$ cat src/rtl/mario_pkg.sv
// Shared definitions for the Mario pause controller.
//  - pause_st_t      : pause sequencer states
//  - DIM_CYCLES_48M  : paused cycles before the video is dimmed (10 s at 48 MHz)
//  - ACK_TIMEOUT_DEF : cycles allowed for the Z80 to answer BUSRQ
//  - rise()          : one-cycle rising-edge detect against a registered copy
package mario_pkg;

    typedef enum logic [2:0] {
        RUN     = 3'd0,
        SYNC    = 3'd1,
        HALT    = 3'd2,
        PAUSED  = 3'd3,
        RELEASE = 3'd4
    } pause_st_t;

    localparam logic [31:0] DIM_CYCLES_48M  = 32'd480_000_000;
    localparam logic [15:0] ACK_TIMEOUT_DEF = 16'd4096;

    function automatic logic rise(input logic cur, input logic prev);
        return cur & ~prev;
    endfunction

endpackage

$ cat src/rtl/mario_pause_ctrl_if.sv
// Signal bundle between the emu top level (master) and the pause controller (slave).
//  Inputs to the controller : pause button, OSD state, hiscore request, VBLANK, Z80 BUSAK_n
//  Outputs from controller  : Z80 BUSRQ_n, hiscore grant, paused, dim, ack error
interface mario_pause_ctrl_if;

    logic I_PAUSE_BTN;
    logic I_OSD_OPEN;
    logic I_OSD_PAUSE_EN;
    logic I_HS_REQ;
    logic I_VBLANK;
    logic I_CPU_BUSAK_n;
    logic O_CPU_BUSRQ_n;
    logic O_HS_GRANT;
    logic O_PAUSED;
    logic O_DIM;
    logic O_ACK_ERR;

    modport master (
        output I_PAUSE_BTN, I_OSD_OPEN, I_OSD_PAUSE_EN, I_HS_REQ, I_VBLANK, I_CPU_BUSAK_n,
        input  O_CPU_BUSRQ_n, O_HS_GRANT, O_PAUSED, O_DIM, O_ACK_ERR
    );

    modport slave (
        input  I_PAUSE_BTN, I_OSD_OPEN, I_OSD_PAUSE_EN, I_HS_REQ, I_VBLANK, I_CPU_BUSAK_n,
        output O_CPU_BUSRQ_n, O_HS_GRANT, O_PAUSED, O_DIM, O_ACK_ERR
    );

endinterface

$ cat src/rtl/mario_sat_counter.sv
// Saturating up-counter.
//  clk, rst_n : clock, asynchronous active-low reset
//  clr        : synchronous clear (has priority over en)
//  en         : count enable; holds once cnt reaches MAX
//  cnt        : current count (registered)
//  at_max     : cnt == MAX
module mario_sat_counter #(
    parameter int           W   = 32,
    parameter logic [W-1:0] MAX = {W{1'b1}}
) (
    input  logic         clk,
    input  logic         rst_n,
    input  logic         clr,
    input  logic         en,
    output logic [W-1:0] cnt,
    output logic         at_max
);

    logic [W-1:0] cnt_q;
    logic [W-1:0] cnt_d;

    // Next count: clear, increment below MAX, or hold.
    always_comb begin
        cnt_d = cnt_q;
        if (clr) begin
            cnt_d = '0;
        end else if (en && (cnt_q != MAX)) begin
            cnt_d = cnt_q + {{(W-1){1'b0}}, 1'b1};
        end else begin
            cnt_d = cnt_q;
        end
    end

    // Count register.
    always_ff @(posedge clk or negedge rst_n) begin
        if (!rst_n) begin
            cnt_q <= '0;
        end else begin
            cnt_q <= cnt_d;
        end
    end

    assign cnt    = cnt_q;
    assign at_max = (cnt_q == MAX);

endmodule

$ cat src/rtl/mario_pause_ctrl.sv
// Pause sequencer for the Mario core: merges the pause sources (button toggle,
// OSD pause, hiscore RAM access), halts the Z80 on a VBLANK rising edge via
// BUSRQ_n/BUSAK_n, grants the hiscore engine RAM only while the CPU is held,
// and dims the video after a long user pause.
//  I_CLK_48M, I_RESETn : clock, asynchronous active-low reset
//  bus (slave)         : request inputs, Z80 handshake, status outputs
// All outputs are registered and computed from the next state, so a status
// change appears on the same edge as the state change.
module mario_pause_ctrl
    import mario_pkg::*;
#(
    parameter logic [31:0] DIM_CYCLES  = DIM_CYCLES_48M,
    parameter logic [15:0] ACK_TIMEOUT = ACK_TIMEOUT_DEF
) (
    input  logic          I_CLK_48M,
    input  logic          I_RESETn,
    mario_pause_ctrl_if.slave bus
);

    pause_st_t   state_q, state_d;
    logic        btn_prev_q, btn_prev_d;
    logic        vbl_prev_q, vbl_prev_d;
    logic        toggle_q, toggle_d;
    logic        busrq_n_q, busrq_n_d;
    logic        hs_grant_q, hs_grant_d;
    logic        paused_q, paused_d;
    logic        dim_q, dim_d;
    logic        ack_err_q, ack_err_d;

    logic        osd_pause_s;
    logic        want_s;
    logic        vbl_rise_s;
    logic [15:0] ack_cnt_s;
    logic        ack_at_max_s;
    logic        ack_timeout_s;
    logic [31:0] dim_cnt_s;
    logic        dim_at_max_s;
    logic        dim_en_s;
    logic        dim_reach_s;

    assign osd_pause_s = bus.I_OSD_OPEN & bus.I_OSD_PAUSE_EN;
    assign want_s      = toggle_q | osd_pause_s | bus.I_HS_REQ;
    assign vbl_rise_s  = rise(bus.I_VBLANK, vbl_prev_q);

    // Edge-detect history and the button toggle.
    always_comb begin
        btn_prev_d = bus.I_PAUSE_BTN;
        vbl_prev_d = bus.I_VBLANK;
        toggle_d   = toggle_q ^ rise(bus.I_PAUSE_BTN, btn_prev_q);
    end

    // HALT cycle counter; cleared whenever the sequencer is not waiting for BUSAK.
    mario_sat_counter #(.W(16), .MAX(ACK_TIMEOUT)) u_ack_cnt (
        .clk    (I_CLK_48M),
        .rst_n  (I_RESETn),
        .clr    (state_q != HALT),
        .en     (state_q == HALT),
        .cnt    (ack_cnt_s),
        .at_max (ack_at_max_s)
    );

    // Timeout fires on the cycle the count reaches ACK_TIMEOUT, i.e. after
    // exactly ACK_TIMEOUT cycles in HALT; at_max is a backstop.
    assign ack_timeout_s = ack_at_max_s | (ack_cnt_s == (ACK_TIMEOUT - 16'd1));

    // Dim timer only runs for user pauses; a hiscore-only pause never dims.
    assign dim_en_s = (state_q == PAUSED) & (toggle_q | osd_pause_s);

    mario_sat_counter #(.W(32), .MAX(DIM_CYCLES)) u_dim_cnt (
        .clk    (I_CLK_48M),
        .rst_n  (I_RESETn),
        .clr    (state_q != PAUSED),
        .en     (dim_en_s),
        .cnt    (dim_cnt_s),
        .at_max (dim_at_max_s)
    );

    // Dim asserts on the edge where the count becomes DIM_CYCLES.
    assign dim_reach_s = dim_at_max_s | (dim_en_s & (dim_cnt_s == (DIM_CYCLES - 32'd1)));

    // Next-state and next-output logic.
    always_comb begin
        state_d   = state_q;
        ack_err_d = ack_err_q;
        case (state_q)
            RUN: begin
                if (want_s) state_d = SYNC;
                else        state_d = RUN;
            end
            SYNC: begin
                // A request that vanishes before the frame edge never touches the bus.
                if (!want_s)         state_d = RUN;
                else if (vbl_rise_s) state_d = HALT;
                else                 state_d = SYNC;
            end
            HALT: begin
                // Once BUSRQ is out the handshake always completes, even if want drops.
                if (!bus.I_CPU_BUSAK_n) begin
                    state_d = PAUSED;
                end else if (ack_timeout_s) begin
                    state_d   = PAUSED;
                    ack_err_d = 1'b1;
                end else begin
                    state_d = HALT;
                end
            end
            PAUSED: begin
                if (!want_s) state_d = RELEASE;
                else         state_d = PAUSED;
            end
            RELEASE: begin
                // Always return to RUN first so a new request re-aligns to VBLANK.
                if (bus.I_CPU_BUSAK_n) state_d = RUN;
                else                   state_d = RELEASE;
            end
            default: begin
                // Unknown encoding: drop the bus request and resynchronise.
                state_d = RELEASE;
            end
        endcase

        busrq_n_d  = ~((state_d == HALT) | (state_d == PAUSED));
        paused_d   = (state_d == PAUSED);
        // Needs one full PAUSED cycle first: grant trails BUSAK by at least two cycles.
        hs_grant_d = (state_q == PAUSED) & (state_d == PAUSED) & bus.I_HS_REQ;
        dim_d      = (state_d == PAUSED) & dim_reach_s;
    end

    // State, edge history and output registers.
    always_ff @(posedge I_CLK_48M or negedge I_RESETn) begin
        if (!I_RESETn) begin
            state_q    <= RUN;
            btn_prev_q <= 1'b0;
            vbl_prev_q <= 1'b0;
            toggle_q   <= 1'b0;
            busrq_n_q  <= 1'b1;
            hs_grant_q <= 1'b0;
            paused_q   <= 1'b0;
            dim_q      <= 1'b0;
            ack_err_q  <= 1'b0;
        end else begin
            state_q    <= state_d;
            btn_prev_q <= btn_prev_d;
            vbl_prev_q <= vbl_prev_d;
            toggle_q   <= toggle_d;
            busrq_n_q  <= busrq_n_d;
            hs_grant_q <= hs_grant_d;
            paused_q   <= paused_d;
            dim_q      <= dim_d;
            ack_err_q  <= ack_err_d;
        end
    end

    assign bus.O_CPU_BUSRQ_n = busrq_n_q;
    assign bus.O_HS_GRANT    = hs_grant_q;
    assign bus.O_PAUSED      = paused_q;
    assign bus.O_DIM         = dim_q;
    assign bus.O_ACK_ERR     = ack_err_q;

endmodule

$ cat src/flat_wrapper.sv
// flat-port wrapper written by rule: the top's interface ports become plain ports
module mario_pause_ctrl_flat import mario_pkg::*;
#(
    parameter logic [31:0] DIM_CYCLES  = DIM_CYCLES_48M,
    parameter logic [15:0] ACK_TIMEOUT = ACK_TIMEOUT_DEF
)
  (I_CLK_48M, I_RESETn, bus_I_PAUSE_BTN, bus_I_OSD_OPEN, bus_I_OSD_PAUSE_EN, bus_I_HS_REQ, bus_I_VBLANK, bus_I_CPU_BUSAK_n, bus_O_CPU_BUSRQ_n, bus_O_HS_GRANT, bus_O_PAUSED, bus_O_DIM, bus_O_ACK_ERR);
  mario_pause_ctrl_if bus_i ();
  input  logic I_CLK_48M;
  input  logic I_RESETn;
  input wire logic [$bits(bus_i.I_PAUSE_BTN)-1:0] bus_I_PAUSE_BTN;
  input wire logic [$bits(bus_i.I_OSD_OPEN)-1:0] bus_I_OSD_OPEN;
  input wire logic [$bits(bus_i.I_OSD_PAUSE_EN)-1:0] bus_I_OSD_PAUSE_EN;
  input wire logic [$bits(bus_i.I_HS_REQ)-1:0] bus_I_HS_REQ;
  input wire logic [$bits(bus_i.I_VBLANK)-1:0] bus_I_VBLANK;
  input wire logic [$bits(bus_i.I_CPU_BUSAK_n)-1:0] bus_I_CPU_BUSAK_n;
  output wire logic [$bits(bus_i.O_CPU_BUSRQ_n)-1:0] bus_O_CPU_BUSRQ_n;
  output wire logic [$bits(bus_i.O_HS_GRANT)-1:0] bus_O_HS_GRANT;
  output wire logic [$bits(bus_i.O_PAUSED)-1:0] bus_O_PAUSED;
  output wire logic [$bits(bus_i.O_DIM)-1:0] bus_O_DIM;
  output wire logic [$bits(bus_i.O_ACK_ERR)-1:0] bus_O_ACK_ERR;
  assign bus_i.I_PAUSE_BTN = bus_I_PAUSE_BTN;
  assign bus_i.I_OSD_OPEN = bus_I_OSD_OPEN;
  assign bus_i.I_OSD_PAUSE_EN = bus_I_OSD_PAUSE_EN;
  assign bus_i.I_HS_REQ = bus_I_HS_REQ;
  assign bus_i.I_VBLANK = bus_I_VBLANK;
  assign bus_i.I_CPU_BUSAK_n = bus_I_CPU_BUSAK_n;
  assign bus_O_CPU_BUSRQ_n = bus_i.O_CPU_BUSRQ_n;
  assign bus_O_HS_GRANT = bus_i.O_HS_GRANT;
  assign bus_O_PAUSED = bus_i.O_PAUSED;
  assign bus_O_DIM = bus_i.O_DIM;
  assign bus_O_ACK_ERR = bus_i.O_ACK_ERR;
  mario_pause_ctrl #(.DIM_CYCLES(DIM_CYCLES), .ACK_TIMEOUT(ACK_TIMEOUT)) u_core (.I_CLK_48M(I_CLK_48M), .I_RESETn(I_RESETn), .bus(bus_i));
endmodule
$ cat config.mk
export PLATFORM = sky130hd
export DESIGN_NAME = mario_pause_ctrl_flat
export DESIGN_NICKNAME = d
export VERILOG_FILES = /design/src/rtl/mario_pkg.sv /design/src/rtl/mario_pause_ctrl_if.sv /design/src/rtl/mario_sat_counter.sv /design/src/rtl/mario_pause_ctrl.sv /design/src/flat_wrapper.sv
export SDC_FILE = /design/constraint.sdc
export NUM_CORES = 1
export LEC_CHECK = 0
export CAP_MARGIN = 15
export CORE_MARGIN = 2
export CORE_UTILIZATION = 60
export DETAILED_ROUTE_END_ITERATION = 10
export GPL_ROUTABILITY_DRIVEN = 0
export PLACE_DENSITY = 0.79
export SLEW_MARGIN = 10
export SYNTH_ARGS = -nofsm -noshare
export SYNTH_HDL_FRONTEND = slang
export SYNTH_SLANG_ARGS = --single-unit
$ cat constraint.sdc
create_clock -name I_CLK_48M -period 2.4 [get_ports I_CLK_48M]
set_input_delay 0.48 -clock I_CLK_48M [delete_from_list [all_inputs] [get_ports I_CLK_48M]]
set_output_delay 0.48 -clock I_CLK_48M [all_outputs]
set_load 0.02 [all_outputs]
==> impl_results.md <==
* Overall track demand over capacity in global routing at 0.262
* Outcome: finished clean
* Violation count after the first detailed-route iteration at 166
* Total negative slack for setup checks at 0 ns
* Total via count in the routed design at 2,476
* Number of global-route vias before repair at 2,430
* Synth Area per Inst at 9.44 um^2
* Final Routed Wirelength at 6460 um
* Unrepaired setup endpoints after global routing: no
* Max-slew violation total from the final report at 0
* Launch point of the worst path: bus_I_OSD_OPEN
* Final count of negative-setup-slack endpoints at 0
* Critical path required time at 2.62 ns
* Switching Share at 0.311
* Combined area of all synthesized cells at 3040 um^2
* Number of setup buffers added after CTS at 0
* Max Clk Rate at 449 MHz
* Pin count of the biggest net entering global routing at 60
* RR Endpoint: u_core.bus.O_DIM
* Worst IR drop on VDD at 0.503 mV
* Worst setup EP type: flip-flop
* Nets at 365
* TritonCTS Sinks at 59
* Number of placement rows at 25
* Final HPWL from detailed placement at 4530 um
* Total global routing overflow at 0
* EDFF count, synth at 0
* Clock network power share at 0.342
* Later-pin clock latency in the skew report at 0.34 ns
* Synth Net Count at 334
* Biggest fanout along the worst timing path at 9
* Placed cell areas at 3340 um^2
* Number of antenna violations at the first check in global routing at 0
* Sequential fraction of the synthesis area at 0.486
* Vias/cell at 5.83
* Combinational power share at 0.214
* Cell variety after synth at 44
* Leak Pwr at 0.00142 uW
* Synth-to-Final Area Change at 16.2%
* Type of the worst min-delay path: input pin to async pin
* Part of the total power dissipated in sequential elements at 0.443
* Period Utilization, post-route at 0.929
* Hold Fails Final Rpt at 0
* Overall Power at 2610 uW
* TritonCTS clock tree: built
* Class of the most critical setup path: input pin to flip-flop
* Num CTS Buffers at 9
* Leading post-synthesis cells by instance count: 58 x dfrtp_1, 46 x nor2_1, 28 x nand2_1, 17 x nand3_1, 17 x xnor2_1
* Floorplan Core Area at 4820 um^2
* YS warnings at 0
* Synth top area share at 0.478
* Antenna fix cells at 0
* Final std cell area, no fill at 3530 um^2
* Post-CTS sizing at 0
* Die span in y at 75.2 um
* Number of H-tree levels at 3
* Register-to-register path setup slack at 0.23 ns
* Remaining number of nets flagged by the antenna check after routing at 0
* Drt drc at 0
* Post-Route Skew at 0.00774 ns
* Crit path DAT at 2.45 ns
* Total die area at 5650 um^2
* Length of the first detailed-routing pass in iterations at 4
* Number of max-cap violations at 0
* Wire length of the first global-routing pass at 11,000 um
* Final cell utilization of the core at 0.733
* Horiz. Die Dim at 75.2 um
* Routed len/inst at 15.2 um
* I/O Buffers at 12
* Leading cell types by total area after synthesis: dfrtp_1 48%, nor2_1 5.7%, xnor2_1 4.9%
* Final period demand of the worst path at 2.23 ns
* Clock-pin slew on the worst setup and hold paths at 0.06 ns
* I/O pin count at 13
* Placement Setup Slack at -0.152 ns
* Flip-flop cell with the highest count after synthesis: dfrtp_1
* Cells on worst reg2reg path at 6
* Final worst setup slack at 0.171 ns
* Post-Synthesis Cells at 322
* Areal power density over the cells at 738 nW/um^2
* CTS Root Buffer Type: clkbuf_8
* Hold buffer count at CTS at 0
* Flops & latches, synth at 59
* Dominant cell by count in the synthesized netlist: dfrtp_1
* Switching power summed over all nets at 811 uW
* Critical path launch point type: input pin
* Startpoint of the worst-slack reg-to-reg timing path: u_core.u_dim_cnt.cnt[0]
* Fraction of final layout cells sized beyond drive strength 1 at 0.109
* Async set or reset register ratio after synthesis at 1.00
* Headroom to the max-slew limit at 0.713
* Starting utilization of the core area at 0.631
* Worst slew pin tran at 0.427 ns
* Cell-internal power at 1790 uW
* Post-synthesis cell type with the largest combined area: dfrtp_1
* Clock Tree Buf Depth at 2
* Capture point of the critical path: u_core.bus.O_DIM
-- cells by family (layout without fill, tap and decap cells) --
family                     after synthesis  after routing  share of synthesized area
adders and majority gates                4              4                     0.0165
xor gates and xnor gates                33             33                     0.0951
AOI/OAI and AO/OA                       36             36                     0.0692
buffers and inverters                   17             53                     0.0218
and+or+nand+nor                        172            172                      0.308
muxes                                    1              1                    0.00329
DFF                                     59             59                      0.486
-- registers in the layout (all words and copies together), names as in the netlist --
register                  cells
u_core.btn_prev_q             1
u_core.bus.O_ACK_ERR          1
u_core.bus.O_CPU_BUSRQ_n      1
u_core.bus.O_DIM              1
u_core.bus.O_HS_GRANT         1
u_core.bus.O_PAUSED           1
u_core.state_q                3
u_core.toggle_q               1
u_core.u_ack_cnt.cnt         16
u_core.u_dim_cnt.cnt         32
u_core.vbl_prev_q             1
-- worst min path at each step --
stage	from	to	slack [ns]	cells after the start
global route	I_RESETn	u_core.u_dim_cnt.cnt[27]	0.15	2
floorplan	I_RESETn	u_core.btn_prev_q	0.18	0
global placement	u_core.bus.O_ACK_ERR	u_core.bus.O_ACK_ERR	0.45	1
finish	I_RESETn	u_core.bus.O_DIM	0.14	2
detailed placement	u_core.bus.O_ACK_ERR	u_core.bus.O_ACK_ERR	0.47	1
CTS	I_RESETn	u_core.u_ack_cnt.cnt[6]	0.14	2
-- power by group through the flow --
stage | combinational (uW) | clock (uW) | sequential (uW)
after global placement | 539 | 0 | 1170
after global routing | 621 | 948 | 1170
after detailed placement | 560 | 0 | 1170
final | 558 | 892 | 1160
after floorplan | 329 | 0 | 1180
after CTS | 563 | 904 | 1150
-- area by class of cell --
type                    instances  area, um^2
multi-input cells             246        1500
flip-flops and latches         59        1480
fillers                       372        1280
repair buffers                 28         248
clock buffers                  11         141
well taps                      67        83.8
clock inverters                 5        52.6
inverters                       9        33.8
-- cell usage in the layout, fill, tap and decap left out, types with 2 or more instances in the layout --
cell and n:
a21oi_1 16, a41o_1 2, and3_1 9, and4_1 4
buf_4 15, clkbuf_8 10, clkdlybuf4s50_1 11, clkinv_2 3
dfrtp_1 58, ha_1 4, inv_1 9, nand2_1 28
nand2b_1 3, nand3_1 17, nand3b_1 2, nand4_1 9
nor2_1 46, nor3_1 11, nor4_1 7, nor4b_1 7
o21ai_0 11, or3_1 12, or4_1 7, xnor2_1 17
xor2_1 16
-- stage by stage --
stage / hold WS, ns / instances
floorplan: 0.184 / 322
global placement: 0.454 / 409
detailed placement: 0.474 / 409
CTS: 0.139 / 425
global route: 0.149 / 425
finish: 0.137 / 425
-- routing by layer --
| metal | up-vias | GRT usage | routed length [um] |
|---|---|---|---|
| met3 | 8 | 0.0669 | 235 |
| met5 | - | 0 | 0 |
| met1 | 1223 | 0.329 | 2880 |
| met2 | 44 | 0.440 | 3270 |
| li1 | 1201 | - | - |
| met4 | 0 | 0.0975 | 72 |
-- worst max-delay path, cell delays in order --
cell and delay [ns]:
clkdlybuf4s50_1 0.47, a21oi_1 0.13, or4_1 0.62, buf_4 0.21
o31a_1 0.27, nor4_1 0.25
Power figures use the tool's default switching activity.
